## src/rtl/mult_booth_iter_if.sv

```systemverilog
// Operand/result handshake bundle for mult_booth_iter: valid/ready on the
// operand side and on the product side.
interface mult_booth_iter_if #(
  parameter int WIDTH = 64
);
  logic               i_valid;
  logic               o_ready;
  logic               i_multa_ns;
  logic               i_multb_ns;
  logic [WIDTH-1:0]   i_multa;
  logic [WIDTH-1:0]   i_multb;
  logic               o_valid;
  logic               i_ready;
  logic [2*WIDTH-1:0] o_product;

  modport slave (
    input  i_valid, i_multa_ns, i_multb_ns, i_multa, i_multb, i_ready,
    output o_ready, o_valid, o_product
  );

  modport master (
    output i_valid, i_multa_ns, i_multb_ns, i_multa, i_multb, i_ready,
    input  o_ready, o_valid, o_product
  );
endinterface

```

## src/rtl/mult_booth_iter.sv

```systemverilog
// Iterative radix-4 Booth multiplier: one partial product per cycle over a
// (WIDTH+2)-bit extended multiplier, per-operand signedness, valid/ready both sides.
module mult_booth_iter #(
  parameter int WIDTH = 64
) (
  input logic              i_clk,
  input logic              i_rstn,
  mult_booth_iter_if.slave bus
);
  localparam int ITER = WIDTH / 2 + 1;
  localparam int AW   = 2 * WIDTH + 4;
  localparam int MW   = WIDTH + 3;
  localparam int CW   = $clog2(ITER);
  localparam logic [CW-1:0] LAST  = CW'(ITER - 1);
  localparam logic [CW-1:0] ONE_C = {{(CW-1){1'b0}}, 1'b1};
  localparam logic [AW-1:0] ONE_A = {{(AW-1){1'b0}}, 1'b1};

  if ((WIDTH < 4) || ((WIDTH % 2) != 0)) begin : g_bad_width
    $error("mult_booth_iter: WIDTH must be even and >= 4");
  end

  typedef enum logic [1:0] {
    IDLE = 2'd0,
    CALC = 2'd1,
    DONE = 2'd2
  } state_t;

  state_t             state_r, state_s;
  logic               ready_r, ready_s;
  logic               valid_r, valid_s;
  logic [2*WIDTH-1:0] product_r, product_s;
  logic [AW-1:0]      acc_r, acc_s;
  logic [AW-1:0]      mcand_r, mcand_s;
  logic [MW-1:0]      mult_r, mult_s;
  logic [CW-1:0]      cnt_r, cnt_s;
  logic [AW-1:0]      pp_s, sum_s;
  logic               accept_s, sign_a_s, sign_b_s;

  // Radix-4 Booth digit {b[2i+1], b[2i], b[2i-1]} selects 0, +-A or +-2A.
  function automatic logic [AW-1:0] booth_pp(input logic [2:0] sel, input logic [AW-1:0] m);
    logic [AW-1:0] pp;
    case (sel)
      3'b001, 3'b010: pp = m;
      3'b011:         pp = {m[AW-2:0], 1'b0};
      3'b100:         pp = ~{m[AW-2:0], 1'b0} + ONE_A;
      3'b101, 3'b110: pp = ~m + ONE_A;
      default:        pp = {AW{1'b0}};
    endcase
    return pp;
  endfunction

  assign accept_s = bus.i_valid & ready_r;
  assign sign_a_s = bus.i_multa_ns & bus.i_multa[WIDTH-1];
  assign sign_b_s = bus.i_multb_ns & bus.i_multb[WIDTH-1];
  assign pp_s     = booth_pp(mult_r[2:0], mcand_r);
  assign sum_s    = acc_r + pp_s;

  assign bus.o_ready   = ready_r;
  assign bus.o_valid   = valid_r;
  assign bus.o_product = product_r;

  // State register.
  always_ff @(posedge i_clk or negedge i_rstn) begin
    if (!i_rstn) begin
      state_r <= IDLE;
    end else begin
      state_r <= state_s;
    end
  end

  // Next-state and next-datapath decode; the multiplicand is pre-shifted
  // each step so no variable shifter is needed.
  always_comb begin
    state_s   = state_r;
    ready_s   = ready_r;
    valid_s   = valid_r;
    product_s = product_r;
    acc_s     = acc_r;
    mcand_s   = mcand_r;
    mult_s    = mult_r;
    cnt_s     = cnt_r;
    case (state_r)
      IDLE: begin
        if (accept_s) begin
          mcand_s = {{(WIDTH+4){sign_a_s}}, bus.i_multa};
          mult_s  = {{2{sign_b_s}}, bus.i_multb, 1'b0};
          acc_s   = {AW{1'b0}};
          cnt_s   = {CW{1'b0}};
          ready_s = 1'b0;
          state_s = CALC;
        end else begin
          ready_s = 1'b1;
        end
      end
      CALC: begin
        acc_s   = sum_s;
        mcand_s = {mcand_r[AW-3:0], 2'b00};
        mult_s  = {2'b00, mult_r[MW-1:2]};
        cnt_s   = cnt_r + ONE_C;
        if (cnt_r == LAST) begin
          product_s = sum_s[2*WIDTH-1:0];
          valid_s   = 1'b1;
          cnt_s     = {CW{1'b0}};
          state_s   = DONE;
        end else begin
          state_s = CALC;
        end
      end
      DONE: begin
        if (bus.i_ready) begin
          valid_s = 1'b0;
          ready_s = 1'b1;
          state_s = IDLE;
        end else begin
          state_s = DONE;
        end
      end
      default: begin
        ready_s = 1'b0;
        valid_s = 1'b0;
        state_s = IDLE;
      end
    endcase
  end

  // Datapath and output registers.
  always_ff @(posedge i_clk or negedge i_rstn) begin
    if (!i_rstn) begin
      ready_r   <= 1'b0;
      valid_r   <= 1'b0;
      product_r <= {(2*WIDTH){1'b0}};
      acc_r     <= {AW{1'b0}};
      mcand_r   <= {AW{1'b0}};
      mult_r    <= {MW{1'b0}};
      cnt_r     <= {CW{1'b0}};
    end else begin
      ready_r   <= ready_s;
      valid_r   <= valid_s;
      product_r <= product_s;
      acc_r     <= acc_s;
      mcand_r   <= mcand_s;
      mult_r    <= mult_s;
      cnt_r     <= cnt_s;
    end
  end
endmodule
```

## src/flat_wrapper.sv

```systemverilog
// flat-port wrapper written by rule: the top's interface ports become plain ports
module mult_booth_iter_flat 
#(
  parameter int WIDTH = 64
)
  (i_clk, i_rstn, bus_i_valid, bus_i_multa_ns, bus_i_multb_ns, bus_i_multa, bus_i_multb, bus_i_ready, bus_o_ready, bus_o_valid, bus_o_product);
  mult_booth_iter_if #(.WIDTH(WIDTH)) bus_i ();
  input logic i_clk;
  input logic i_rstn;
  input wire logic [$bits(bus_i.i_valid)-1:0] bus_i_valid;
  input wire logic [$bits(bus_i.i_multa_ns)-1:0] bus_i_multa_ns;
  input wire logic [$bits(bus_i.i_multb_ns)-1:0] bus_i_multb_ns;
  input wire logic [$bits(bus_i.i_multa)-1:0] bus_i_multa;
  input wire logic [$bits(bus_i.i_multb)-1:0] bus_i_multb;
  input wire logic [$bits(bus_i.i_ready)-1:0] bus_i_ready;
  output wire logic [$bits(bus_i.o_ready)-1:0] bus_o_ready;
  output wire logic [$bits(bus_i.o_valid)-1:0] bus_o_valid;
  output wire logic [$bits(bus_i.o_product)-1:0] bus_o_product;
  assign bus_i.i_valid = bus_i_valid;
  assign bus_i.i_multa_ns = bus_i_multa_ns;
  assign bus_i.i_multb_ns = bus_i_multb_ns;
  assign bus_i.i_multa = bus_i_multa;
  assign bus_i.i_multb = bus_i_multb;
  assign bus_i.i_ready = bus_i_ready;
  assign bus_o_ready = bus_i.o_ready;
  assign bus_o_valid = bus_i.o_valid;
  assign bus_o_product = bus_i.o_product;
  mult_booth_iter #(.WIDTH(WIDTH)) u_core (.i_clk(i_clk), .i_rstn(i_rstn), .bus(bus_i));
endmodule
```

## config.mk

```make
export PLATFORM = sky130hd
export DESIGN_NAME = mult_booth_iter_flat
export DESIGN_NICKNAME = d
export VERILOG_FILES = /design/src/rtl/mult_booth_iter_if.sv /design/src/rtl/mult_booth_iter.sv /design/src/flat_wrapper.sv
export SDC_FILE = /design/constraint.sdc
export NUM_CORES = 1
export LEC_CHECK = 0
export BUFFER_PORTS_ARGS = -buffer_cell sky130_fd_sc_hd__buf_2
export CORE_AREA = 2 2 201 302
export CTS_CLUSTER_SIZE = 8
export DETAILED_ROUTE_END_ITERATION = 8
export DIE_AREA = 0 0 203 304
export PLACE_DENSITY = 0.76
export SLEW_MARGIN = 20
export SYNTH_ARGS = -nofsm -noshare
export SYNTH_HDL_FRONTEND = slang
export SYNTH_SLANG_ARGS = --single-unit
```

## constraint.sdc

```tcl
create_clock -name i_clk -period 7.84 [get_ports i_clk]
set_input_delay 1.176 -clock i_clk [delete_from_list [all_inputs] [get_ports i_clk]]
set_output_delay 1.176 -clock i_clk [all_outputs]
set_load 0.01 [all_outputs]
```

# Yosys cells after proc, flatten, opt, wreduce, memory -nomap -nowiden
# Cells that the tools add are included.
[word_totals] word_cells=59 input_bits=134 register_bits=469 output_inout_bits=130
[classes] n_mux=20 bitwise_logic=7 add_sub_neg=4 eq_ne=12 reduce_logical=8
[op_table] op="$pmux 132 s2" n=2
[op_table] op="$pmux 132 s4" n=1
[op_table] op="$add 132x1->132 const B" n=2
[op_table] op="$mux 132" n=2
[op_table] op="$not 132->132" n=2
[op_table] op="$pmux 67 s2" n=1
[op_table] op="$add 132x132->132" n=1
[op_table] op="$mux 67" n=1
[op_table] op="$mux 6" n=2
[op_table] op="$pmux 6 s2" n=1
[op_table] op="$eq 3x3->1 const B" n=3
[op_table] op="$add 6x1->6 const B" n=1
[op_table] op="$eq 3x2->1 const B" n=2
[op_table] op="$eq 6x6->1 const B" n=1
[op_table] op="$mux 2" n=3
[op_table] op="$pmux 1 s3" n=2
[op_table] op="$pmux 2 s3" n=1
[op_table] op="$reduce_and 2->1" n=3
[op_table] op="$mux 1" n=4
[op_table] op="$ne 2x1->1 const B" n=2
[op_table] op="$reduce_or 2->1" n=2
[op_table] op="$and 1x1->1" n=3
[op_table] op="$eq 3x1->1 const B" n=1
[op_table] op="$reduce_and 3->1" n=1
[op_table] op="other kinds (6)" n=7

# Depth between registers and ports, before layout
[logic_depth] depth_word=5 ltp_mapped=27 ltp_nobuf=25

# Worst setup path before layout
# Ideal clock, no wire load.
[synth_path] path_type="reg2reg" startpoint="reg u_core.mcand_r[13]" endpoint="reg u_core.product_r[116], in the netlist u_core.bus.o_product[116]" path_stages_with_launch=27 period_less_slack_ns=6.733 required_ns=7.715 arrival_ns=6.608 path_slack_ns=1.107 n_path_buf=3 cell_sequence="dfrtp_1 > buf_6 > or4_4 > or4_4 > buf_6 > nor3_4 > and3_1 > nand4_1 > or3_1 > or2_1 > or3_1 > xor2_1 > a221oi_1 > a31oi_1 > ha_1 > clkbuf_1 > nand4_1 > or4_1 > or3_1 > nor3_1 > nand3_1 > a211o_1 > and4_1 > a211o_1 > o21ai_0 > xor2_1 > mux2_2"
[synth_via] elab_chain_cells=4 word_cells_on_any_way=6 classes_between="add/sub (3); mux (1); bitwise (2)"
[synth_lines] item="from (decl)" line_no="mult_booth_iter.sv:33" source="logic [AW-1:0] mcand_r, mcand_s;"
[synth_lines] item="from (signal assigned)" line_no="mult_booth_iter.sv:133" source="mcand_r <= {AW{1'b0}};"
[synth_lines] item="from (signal assigned)" line_no="mult_booth_iter.sv:141" source="mcand_r <= mcand_s;"
[synth_lines] item="$not 132->132 (on tied branches)" line_no="mult_booth_iter.sv:46, mult_booth_iter.sv:45"
[synth_lines] item="$add 132x1->132 (on tied branches)" line_no="mult_booth_iter.sv:46, mult_booth_iter.sv:45"
[synth_lines] item="$pmux 132 s4 *" line_no="mult_booth_iter.sv:42" source="case (sel)"
[synth_lines] item="$add 132x132->132 *" line_no="mult_booth_iter.sv:56" source="assign sum_s = acc_r + pp_s;"
[synth_lines] item="to (signal assigned)" line_no="mult_booth_iter.sv:131" source="product_r <= {(2*WIDTH){1'b0}};"
[synth_lines] item="to (signal assigned)" line_no="mult_booth_iter.sv:139" source="product_r <= product_s;"
[synth_lines] item="to (decl)" line_no="mult_booth_iter.sv:31" source="logic [2*WIDTH-1:0] product_r, product_s;"
# Every way passes the cells marked *; elsewhere a longest branch is shown, timed or not.
# A chain may end at the register's enable or synchronous reset.

# Worst setup path after layout
[layout_path] startpoint="reg u_core.mcand_r[18]" endpoint="reg u_core.product_r[120], in the netlist u_core.bus.o_product[120]"
# Same word-level chain as after synthesis.

==> run summary <==
status - finished clean
Cell Area, Placed - 35100 um2
Tcrit/Tclk final - 94.5%
hold depth - 2
drt first pass iters - 9
hold_ws - 0.461 ns
layout cell share with drive strength beyond 1 - 12.1%
number of synthesized flops with an enable pin - 0
Worst setup SP type - flip-flop
total congestion overflow - 0
vias in the first global route - 32244
slowest stage delay, CP - 0.65 ns
Port Buf Inserts - 263
Worst Setup EP - u_core.bus.o_product[120]
number of max-cap violations - 0
Slew HR - 29.4%
initial drt markers - 3255
synthesized cell area - 33400 um2
Tot GR Track Use - 38.0%
post-route cell area - 37000 um2
placed insts - 5011
row count - 110
antenna violations before repair - 3
dominant synthesized flop cell - dfrtp_1
RSZ-0062 raised after global routing - false
fin crit period - 7.41 ns
Multi-input gate area - 20400 um2
CTS tree - yes
nature of the critical path endpoint - flip-flop
max-slew violation count - 0
Post-Synthesis Cells - 4242
die width - 203 um
via count - 33246
DRC Markers - 0
family with the most delay on the worst path - simple AND/OR/NAND/NOR gates
synth top area cells - dfrtp_1 34%, nand2_1 9.7%, ha_1 4.9%
Syn Nets - 4507
Clock Latency Late Sink - 0.65 ns
GP Congestion - 1.04
reg-to-reg startpoint - u_core.mcand_r[18]
Synth cell types - 88
P&R area growth vs syn - 10.7%
Core ar. - 59300 um2
Longest Clk Path Bufs - 3
Cell Chain, Critical Path - or3_1 > or4_1 > nor3_4 > and3_1 > nand4_1 > or3_1 > or2_1 > or3_1 > xor2_1 > a221oi_1 > a31oi_1 > ha_1 > nand4_1 > or4_1 > or3_1 > nor3_1 > nand3_1 > a211o_1 > and4_1 > a211o_1 > o221ai_1 > xor2_1 > mux2_2
crit path buf inv count - 0
CP startpoint - u_core.mcand_r[18]
Final Hold Fails - 0
Root Buffer Master - clkbuf_16
dpl hpwl - 87.1 mm
setup TNS - 0 ns
Final Skew - 0.0291 ns
register area - 11500 um2
total die area - 61700 um2
H-tree depth - 3
Initial Util - 56.4%
Yosys top cell by area - dfrtp_1
peak fanout along the critical path - 7
Sink Count - 460
vias per cell - 6.53
Reg-to-Reg End - u_core.bus.o_product[120]
Max Clk Rate - 135 MHz
final instance count without filler cells - 5093
Worst path depth - 23
register area share after synthesis - 34.4%
top-area cell type share of the netlist area - 34.4%
Worst Hold Class - flip-flop to flip-flop
drt total wl - 119 mm
WL/cell - 23.4 um
Synth Register Bits - 460
fillcell total - 5344
Worst EP arrival - 7.92 ns
CTS Buf Count - 67
die height - 304 um
crit path max-delay cell type - or4_1
worst-case reg-to-reg path depth - 23
Reg2Reg Setup Slack - 0.43 ns
Total Nets Final - 4561
crit-path most repeated cell - or3_1
CP Class - flip-flop to flip-flop
FFs w/ async S/R, synth - 100%
CTS clock-pin slew for the worst setup and hold paths - 0.05 ns
antenna-violating nets left - 0
largest net degree at the start of global routing - 211
I/O pin count - 264
final setup vio count - 0
Slew @ Worst Pin - 1.06 ns
Worst EP required - 8.35 ns
Post-Syn Area per Cell - 7.89 um2
yosys warns - 0
global-route wire length before repair - 184 mm
synthesized netlist by cell type, drive strengths merged (7+ instances only):
cell type	number
a221o	67
mux2	39
buf	35
a21boi	18
nor2	343
and3	9
or2	16
a22o	110
mux2i	17
nor4	33
nor2b	10
xnor2	152
nand3	45
a221oi	40
o211ai	13
ha	130
and4	8
a21oi	264
o21a	21
o22ai	15
a21o	49
or4	21
xor2	134
dfrtp	460
o31ai	18
and2	8
o21ai	307
o21bai	39
clkbuf	328
or3	56
nand3b	7
a31oi	167
o221ai	26
nand4	72
nor3	96
nand2b	16
inv	42
nand2	862
a22oi	66
worst register-to-register path: stages, from the launching register on:
cell and delay, ns:
dfrtp_1 0.45, or3_1 0.45, or4_1 0.65, nor3_4 0.29, and3_1 0.27, nand4_1 0.18, or3_1 0.38, or2_1 0.27
or3_1 0.35, xor2_1 0.16, a221oi_1 0.27, a31oi_1 0.09, ha_1 0.46, nand4_1 0.18, or4_1 0.52, or3_1 0.41
nor3_1 0.25, nand3_1 0.11, a211o_1 0.32, and4_1 0.24, a211o_1 0.35, o221ai_1 0.22, xor2_1 0.13, mux2_2 0.28
placed cells by master, fill, tap and decap left out, drive strengths merged, types with 18 or more instances in the layout:
master,count
clkbuf,73
a221oi,40
o21bai,39
a21o,49
nand2,862
inv,43
ha,130
a31oi,167
mux2,39
o21ai,307
a22oi,66
buf,348
a22o,110
nor2,343
o21a,21
nand3,45
or4,21
nor4,33
a21oi,264
o31ai,18
xnor2,152
nor3,96
a21boi,18
o221ai,26
a221o,67
dfrtp,460
xor2,134
nand4,72
or3,56
per-layer routing:
layer	global-route usage, %	share of wire (%)	vias to the layer above	routed length, um
met5	0	0.023	-	27
met4	30.4	9.2	4	11000
met2	63.2	48	1550	56900
li1	-	-	15312	-
met3	6.46	6.7	486	8040
met1	42.9	36	15894	43400
cells by family (layout without fill, tap and decap cells):
| kind of cell | count (synthesis) | count (layout) | synth area share [%] |
|---|---|---|---|
| compound gates | 1282 | 1282 | 25.3 |
| xor+xnor | 286 | 286 | 7.49 |
| fa+ha+maj | 131 | 131 | 4.92 |
| buf+inv | 407 | 472 | 4.70 |
| flops | 460 | 460 | 34.4 |
| mux | 56 | 56 | 1.82 |
| other cells | 0 | 2 | 0 |
| simple gates | 1620 | 1620 | 21.3 |
flip-flops by register name, indices dropped and copies added (netlist names):
name / flops
u_core.mcand_r: 128
u_core.acc_r: 128
u_core.bus.o_ready: 1
u_core.bus.o_product: 128
u_core.bus.o_valid: 1
u_core.mult_r: 66
u_core.cnt_r: 6
u_core.state_r: 2
cell type report:
cell class                 instances  area share (%)
clock inverter                     7           0.429
antenna                            2          0.0135
tap                              784            2.65
timing repair buffer             348            5.48
multi-input combinational       3375            55.2
sequential                       460            31.1
clock buffer                      73            4.62
inverter                          44           0.446
how the worst min path moves through the flow:
stage | from | end | slack [ns]
after floorplan | u_core.mult_r[65] | u_core.mult_r[65] | 0.45
after global placement | u_core.bus.o_product[90] | u_core.bus.o_product[90] | 0.45
after detailed placement | u_core.bus.o_product[117] | u_core.bus.o_product[117] | 0.45
after CTS | u_core.bus.o_product[117] | u_core.bus.o_product[117] | 0.46
after global routing | u_core.bus.o_product[18] | u_core.bus.o_product[18] | 0.49
final | u_core.bus.o_product[117] | u_core.bus.o_product[117] | 0.46
timing repair:
action	in CTS	in global routing
resized for setup	0	2
endpoints found under the setup margin	0	2
hold buffers	0	0
setup buffers	0	0
through the flow:
stage | setup WS, ns | util (%)
detailed placement | 0.553 | 59.2
CTS | 0.510 | 62.4
floorplan | 1.11 | -
finish | 0.433 | 62.4
global placement | 0.676 | 59.2
global route | 0.0162 | 62.4
Power is not shown: default switching activity piles up to over one toggle a cycle in this logic, so the estimate is an artifact.
